<file path="src/rtl/perfcounter_pkg.sv">
// Shared types and helpers for the windowed performance-counter scheduler.
package perfcounter_pkg;

    typedef enum logic [1:0] {
        IDLE  = 2'd0,
        START = 2'd1,
        RUN   = 2'd2
    } pc_state_t;

    // Default channel count and the read-index width that goes with it.
    localparam int PC_NUM_EVENTS = 8;
    localparam int SEL_W         = $clog2(PC_NUM_EVENTS);

    // Widest counter the saturating helper supports.
    localparam int PC_SAT_W = 64;

    // Increment v by one, holding at the all-ones value of a w-bit counter.
    function automatic logic [PC_SAT_W-1:0] pc_sat_inc(input logic [PC_SAT_W-1:0] v,
                                                        input int unsigned         w);
        logic [PC_SAT_W-1:0] max_v;
        if (w >= PC_SAT_W) max_v = '1;
        else               max_v = (PC_SAT_W'(1) << w) - PC_SAT_W'(1);
        return (v >= max_v) ? max_v : v + PC_SAT_W'(1);
    endfunction

endpackage

</file>
<file path="src/rtl/perfcounter_sched_tick.sv">
// Prescaler and tick counter: emits a tick every cfg_prescale+1 running cycles
// and flags the tick that completes a cfg_period+1 tick window.
module perfcounter_sched_tick #(
    parameter int PRE_W = 16,
    parameter int PER_W = 16
) (
    input  logic             clk,
    input  logic             rst,
    input  logic             clear,
    input  logic             run,
    input  logic [PRE_W-1:0] cfg_prescale,
    input  logic [PER_W-1:0] cfg_period,
    output logic             tick,
    output logic             window_close
);

    logic [PRE_W-1:0] pre_q, pre_d;
    logic [PER_W-1:0] tcnt_q, tcnt_d;

    // >= rather than == so a counter left above a shrunken limit still wraps promptly.
    assign tick         = run & (pre_q >= cfg_prescale);
    assign window_close = tick & (tcnt_q >= cfg_period);

    // Next-state for the prescaler and tick counter.
    always_comb begin
        pre_d  = pre_q;
        tcnt_d = tcnt_q;
        if (clear) begin
            pre_d  = '0;
            tcnt_d = '0;
        end else if (run) begin
            pre_d = tick ? '0 : pre_q + PRE_W'(1);
            if (tick) tcnt_d = window_close ? '0 : tcnt_q + PER_W'(1);
        end
    end

    // Counter registers.
    always_ff @(posedge clk or posedge rst) begin
        if (rst) begin
            pre_q  <= '0;
            tcnt_q <= '0;
        end else begin
            pre_q  <= pre_d;
            tcnt_q <= tcnt_d;
        end
    end

endmodule

</file>
<file path="src/rtl/perfcounter_sched.sv">
// Windowed performance-counter scheduler: gated saturating live counters,
// periodic snapshot into a shadow bank, registered indexed read port.
//
// state | meaning
// IDLE  | stopped; live counters and shadow hold
// START | one cycle: clear live counters, timers, window_id, overrun
// RUN   | counting events, closing windows on the tick schedule
module perfcounter_sched
    import perfcounter_pkg::*;
#(
    parameter int NUM_EVENTS = 8,
    parameter int CNT_W      = 32,
    parameter int PRE_W      = 16,
    parameter int PER_W      = 16
) (
    input  logic                          clk,
    input  logic                          rst,
    input  logic                          cfg_enable,
    input  logic [PRE_W-1:0]              cfg_prescale,
    input  logic [PER_W-1:0]              cfg_period,
    input  logic [NUM_EVENTS-1:0]         cfg_mask,
    input  logic [NUM_EVENTS-1:0]         event_in,
    input  logic [$clog2(NUM_EVENTS)-1:0] rd_sel,
    output logic [CNT_W-1:0]              rd_data,
    output logic                          snap_valid,
    input  logic                          snap_ack,
    output logic [15:0]                   window_id,
    output logic                          overrun,
    output logic                          running
);

    pc_state_t        state_q, state_d;
    logic             running_q;
    logic             snap_valid_q, snap_valid_d;
    logic             overrun_q, overrun_d;
    logic [15:0]      window_id_q, window_id_d;
    logic [CNT_W-1:0] rd_data_q, rd_data_d;

    logic             in_start, in_run;
    logic             tick_w, win_close_w, close;
    logic             shadow_load;
    logic [CNT_W-1:0] shadow_arr [NUM_EVENTS];

    assign in_start = (state_q == START);
    assign in_run   = (state_q == RUN);

    // Next-state logic for the run-control FSM.
    always_comb begin
        state_d = state_q;
        case (state_q)
            IDLE:    if (cfg_enable)  state_d = START;
            START:                    state_d = RUN;
            RUN:     if (!cfg_enable) state_d = IDLE;
            default:                  state_d = IDLE;
        endcase
    end

    // FSM register with its registered running flag.
    always_ff @(posedge clk or posedge rst) begin
        if (rst) begin
            state_q   <= IDLE;
            running_q <= 1'b0;
        end else begin
            state_q   <= state_d;
            running_q <= (state_d == RUN);
        end
    end

    perfcounter_sched_tick #(
        .PRE_W (PRE_W),
        .PER_W (PER_W)
    ) u_tick (
        .clk          (clk),
        .rst          (rst),
        .clear        (in_start),
        .run          (in_run),
        .cfg_prescale (cfg_prescale),
        .cfg_period   (cfg_period),
        .tick         (tick_w),
        .window_close (win_close_w)
    );

    // A close is only ever qualified by a tick; keep both terms explicit.
    assign close = tick_w & win_close_w;

    // An ack landing on the close cycle frees the shadow for the closing window.
    assign shadow_load = ~snap_valid_q | snap_ack;

    for (genvar g = 0; g < NUM_EVENTS; g++) begin : g_ch
        logic [CNT_W-1:0] live_q, live_d, live_inc;
        logic [CNT_W-1:0] shadow_q, shadow_d;

        // Live counter and shadow next-state; the close-cycle event lands in the snapshot.
        always_comb begin
            live_inc = (event_in[g] & cfg_mask[g])
                     ? CNT_W'(pc_sat_inc(PC_SAT_W'(live_q), CNT_W))
                     : live_q;
            live_d   = live_q;
            shadow_d = shadow_q;
            if (in_start) begin
                live_d = '0;
            end else if (in_run) begin
                if (close) begin
                    live_d = '0;
                    if (shadow_load) shadow_d = live_inc;
                end else begin
                    live_d = live_inc;
                end
            end
        end

        // Per-channel live and shadow registers.
        always_ff @(posedge clk or posedge rst) begin
            if (rst) begin
                live_q   <= '0;
                shadow_q <= '0;
            end else begin
                live_q   <= live_d;
                shadow_q <= shadow_d;
            end
        end

        assign shadow_arr[g] = shadow_q;
    end

    // Snapshot handshake, window numbering and overrun tracking.
    always_comb begin
        snap_valid_d = snap_valid_q;
        if (close)         snap_valid_d = 1'b1;
        else if (snap_ack) snap_valid_d = 1'b0;

        overrun_d = overrun_q;
        if (in_start)                                  overrun_d = 1'b0;
        else if (close && snap_valid_q && !snap_ack)   overrun_d = 1'b1;

        window_id_d = window_id_q;
        if (in_start)   window_id_d = '0;
        else if (close) window_id_d = window_id_q + 16'd1;

        rd_data_d = '0;
        if (32'(rd_sel) < NUM_EVENTS) rd_data_d = shadow_arr[rd_sel];
    end

    // Status and read-port registers.
    always_ff @(posedge clk or posedge rst) begin
        if (rst) begin
            snap_valid_q <= 1'b0;
            overrun_q    <= 1'b0;
            window_id_q  <= '0;
            rd_data_q    <= '0;
        end else begin
            snap_valid_q <= snap_valid_d;
            overrun_q    <= overrun_d;
            window_id_q  <= window_id_d;
            rd_data_q    <= rd_data_d;
        end
    end

    assign rd_data    = rd_data_q;
    assign snap_valid = snap_valid_q;
    assign overrun    = overrun_q;
    assign window_id  = window_id_q;
    assign running    = running_q;

endmodule

</file>
<file path="config.mk">
export PLATFORM = sky130hd
export DESIGN_NAME = perfcounter_sched
export DESIGN_NICKNAME = d
export VERILOG_FILES = /design/src/rtl/perfcounter_pkg.sv /design/src/rtl/perfcounter_sched_tick.sv /design/src/rtl/perfcounter_sched.sv
export SDC_FILE = /design/constraint.sdc
export NUM_CORES = 2
export LEC_CHECK = 0
export CORE_AREA = 2 2 252 254
export DETAILED_ROUTE_END_ITERATION = 8
export DIE_AREA = 0 0 254 256
export GPL_TIMING_DRIVEN = 0
export PLACE_DENSITY = 0.72
export SETUP_SLACK_MARGIN = 0.4
export SLEW_MARGIN = 5
export SYNTH_ARGS = -nofsm -noshare
export SYNTH_HDL_FRONTEND = slang
export SYNTH_SLANG_ARGS = --single-unit
</file>
<file path="constraint.sdc">
create_clock -name clk -period 34 [get_ports clk]
set_clock_uncertainty 0.05 [all_clocks]
set_input_delay 8.5 -clock clk [delete_from_list [all_inputs] [get_ports clk]]
set_output_delay 8.5 -clock clk [all_outputs]
set_load 0.02 [all_outputs]
</file>
==> key figures <==
Outcome
  – Result of the run: finished, violations left
  – Violated checks: max-capacitance violations, max-slew violations

Cells and area
  – Final nets: 3,969
  – Multi-input logic area: 0.0175 mm^2
  – Non-Filler Instances: 4,771
  – Leading cell type in the layout, fill and taps excluded: dfrtp_1
  – Commonest non-fill, non-tap cells in the layout: dfrtp_1 (597), nor2_1 (447), a31oi_1 (283)
  – Syn-to-layout area delta: 13.4%
  – Ratio of cells with drive above 1 in the final layout: 8.40%
  – FF/Latch Area: 0.0149 mm^2
  – Final instance area: 0.0386 mm^2
  – Layout fillers: 5,496

Synthesis
  – Post-synth cell types: 79
  – Compound-gate portion of the synthesized area: 19.5%
  – Adder-cell area share of the yosys netlist: 1.73%
  – Simple-Gate Fraction of Synth Area: 18.6%
  – Sequential area share after synthesis: 43.9%
  – Avg Inst Size Synth: 9.24 um^2
  – Warnings from Yosys: 0
  – Synth Area in XOR/XNOR: 5.79%
  – Yosys top cell by area: dfrtp_1
  – Top cell type's share of synthesized area: 43.9%
  – Top cells by area, synth: dfrtp_1 (44%), a31oi_1 (5.2%), nor2_1 (4.9%)
  – Cells after synthesis: 3,687
  – Number of synthesized flops with an enable pin: 0
  – Post-synth ARST share: 100%
  – #FFs+latches synth: 597
  – Synth Flop Type: dfrtp_1
  – Largest family of logic cells by synthesized area: compound AO/OA/AOI/OAI gates
  – Mux contribution to synthesized area: 5.75%
  – Syn_nets: 3,789
  – Synthesized area: 0.0341 mm^2

STA
  – Tmin final: 12,710 ps
  – Least-Margin Pin Slew: 1600 ps
  – Count of final hold-check violations: 0
  – Pins Over Slew Limit: 90
  – Period utilisation layout: 37.4%
  – Setup tns final: 0 ps
  – Max Fclk: 78.7 MHz
  – Max-slew headroom: -6.96%
  – RSZ-0062 raised after global routing: false
  – Final setup viols: 0

Worst setup path
  – Crit-path cells: clkdlybuf4s50_1 -> inv_1 -> ha_1 -> and4_1 -> nand2_1 -> a2111oi_0 -> o31ai_1 -> clkbuf_1 -> a211oi_1 -> buf_2 -> clkbuf_1 -> buf_2 -> a31oi_1
  – Flop-to-flop setup slack: 29,210 ps
  – Register-to-Register Path Depth: 11
  – Startpoint Class: input port
  – Critical Path Sink: g_ch[0].shadow_q[31]$_DFFE_PP0P_
  – Max FO, Critical Path: 10
  – Crit end category: flip-flop
  – Slowest stage cell, crit path: a211oi_1
  – R2r startpoint: u_tick.pre_q[13]$_DFFE_PP0P_
  – Crit path from: cfg_prescale[13]
  – CP required: 34,420 ps
  – Crit Path Class: input port to flip-flop
  – Slowest cell delay on critical path: 700 ps
  – Critical path arrival: 13,120 ps
  – FF-to-FF End: g_ch[0].shadow_q[31]$_DFFE_PP0P_

Floorplanning
  – Chip height: 256 um
  – Initial Utilization: 54.6%
  – FP Rows: 92
  – Die Span X: 254 um
  – Core footprint: 0.0624 mm^2
  – Full die area: 0.0650 mm^2
  – Number of top-level pins: 106

Pwr
  – Leak Pwr: 16.4 nW
  – Power, Total: 0.00243 W
  – Cell Pwr Density: 62.9 mW/mm^2
  – Maximum vdd ir drop: 59.5 uV

CTS
  – Clock insertion delay at the later pin of the skew report: 620 ps
  – Root Buffer: clkbuf_16
  – CTS tree: built
  – CTS Buf Count: 68
  – # hold bufs at CTS: 0
  – Post-CTS Setup Bufs: 0
  – CTS clock-pin slew for the worst setup and hold paths: 70 ps
  – Clock sinks: 597
  – H-tree levels: 3
  – CTS resizes: 0
  – CTS Buffer Depth: 3

Placement
  – GP Congestion: 1.05
  – Dpl hpwl: 107 mm
  – Port Buffers: 102
  – # placed instances: 4,642
  – Placed cell areas: 0.0363 mm^2

Drt
  – DRT Wirelength: 150 mm
  – DR iter-0 viols: 5,336
  – Post-route ant nets: 0
  – TritonRoute pass-1 iters: 8
  – Vias per cell: 7.01
  – WL/cell: 31.5 um
  – Post-route DRC: 0
  – Vias: 33,400

Global routing
  – Pin count of the biggest net entering global routing: 123
  – GRT Resource Usage Total: 45.9%
  – Total gr overflow: 0
  – First-pass GRT wire length: 214 mm
  – Number of global-route vias before repair: 30,800
  – Initial antenna violation count: 14

Min path
  – Worst hold path cell count: 2
  – Hold Crit Class: flip-flop to flip-flop

Job
  – Max-cap violation count: 8
[layout make-up]
class / count / area share (%)
inverter: 112 / 1.11
tap: 846 / 2.74
buffer: 300 / 3.18
timing repair buffer: 110 / 3.15
clock inverter: 29 / 0.848
sequential: 597 / 38.7
multi-input combinational: 2678 / 45.3
clock buffer: 91 / 5.00
antenna: 8 / 0.0518
[flip-flops by register name, indices dropped and copies added, names as in the netlist]
name / count
g_ch.live_q: 256
g_ch.shadow_q: 256
overrun: 1
rd_data: 32
running: 1
snap_valid: 1
state_q: 2
u_tick.pre_q: 16
u_tick.tcnt_q: 16
window_id: 16
[kinds of logic (layout without fill, tap and decap cells)]
kind of cell    count (synthesis)  count (layout)
mux                           111             111
simple gates                 1288            1288
xor+xnor                      225             225
fa+ha+maj                      47              47
buf+inv                       412             642
compound gates               1007            1007
flops                         597             597
other cells                     0               8
[report_power, final]
group | internal (W) | switching (W)
logic | 0.000160 | 0.000734
registers | 0.000733 | 0.0000314
clock network | 0.000452 | 0.000320
total | 0.00134 | 0.00109
[layer usage]
metal / share of wire, % / track usage, % / wire [um] / vias to the layer above
li1: - / - / - / 13900
met1: 37 / 60.9 / 55400 / 16300
met2: 40 / 61.1 / 59800 / 2648
met3: 16 / 20.2 / 24300 / 537
met4: 7.1 / 28.2 / 10600 / 10
met5: 0.045 / 0 / 68 / -
[worst min path at each step]
| stage | startpoint | to | slack [ps] |
|---|---|---|---|
| after floorplan | g_ch[3].shadow_q[29]$_DFFE_PP0P_ | g_ch[3].shadow_q[29]$_DFFE_PP0P_ | 380 |
| after global routing | g_ch[5].shadow_q[28]$_DFFE_PP0P_ | g_ch[5].shadow_q[28]$_DFFE_PP0P_ | 460 |
| final | g_ch[5].shadow_q[31]$_DFFE_PP0P_ | g_ch[5].shadow_q[31]$_DFFE_PP0P_ | 430 |
| after detailed placement | g_ch[0].shadow_q[22]$_DFFE_PP0P_ | g_ch[0].shadow_q[22]$_DFFE_PP0P_ | 410 |
| after global placement | g_ch[5].shadow_q[1]$_DFFE_PP0P_ | g_ch[5].shadow_q[1]$_DFFE_PP0P_ | 410 |
| after CTS | g_ch[5].shadow_q[31]$_DFFE_PP0P_ | g_ch[5].shadow_q[31]$_DFFE_PP0P_ | 430 |
[stage by stage]
stage / hold slack (ps) / util [%] / setup WS [ps]
floorplan: 384 / - / 8740
global placement: 409 / 57.9 / 1130
detailed placement: 411 / 58.2 / 20840
CTS: 430 / 61.9 / 21470
global route: 456 / 61.9 / 21170
finish: 431 / 61.9 / 21290
[cell usage after synthesis, drive strengths merged, types with 79 or more instances]
library cell  count
buf              83
inv             111
nand4            79
nand2           228
clkbuf          217
dfrtp           597
a31oi           283
xnor2           152
nor2            449
a21oi           262
o21ai            91
and3             90
o22a             80
nand3           171
[critical path, delay by kind of cell]
family	cells	cell delay (ps)
AND/OR/NAND/NOR	2	340
buffers and inverters	6	2360
AO/OA/AOI/OAI	4	1620
adder cells (fa/ha/maj)	1	280
(Power assumes the default switching activity.)
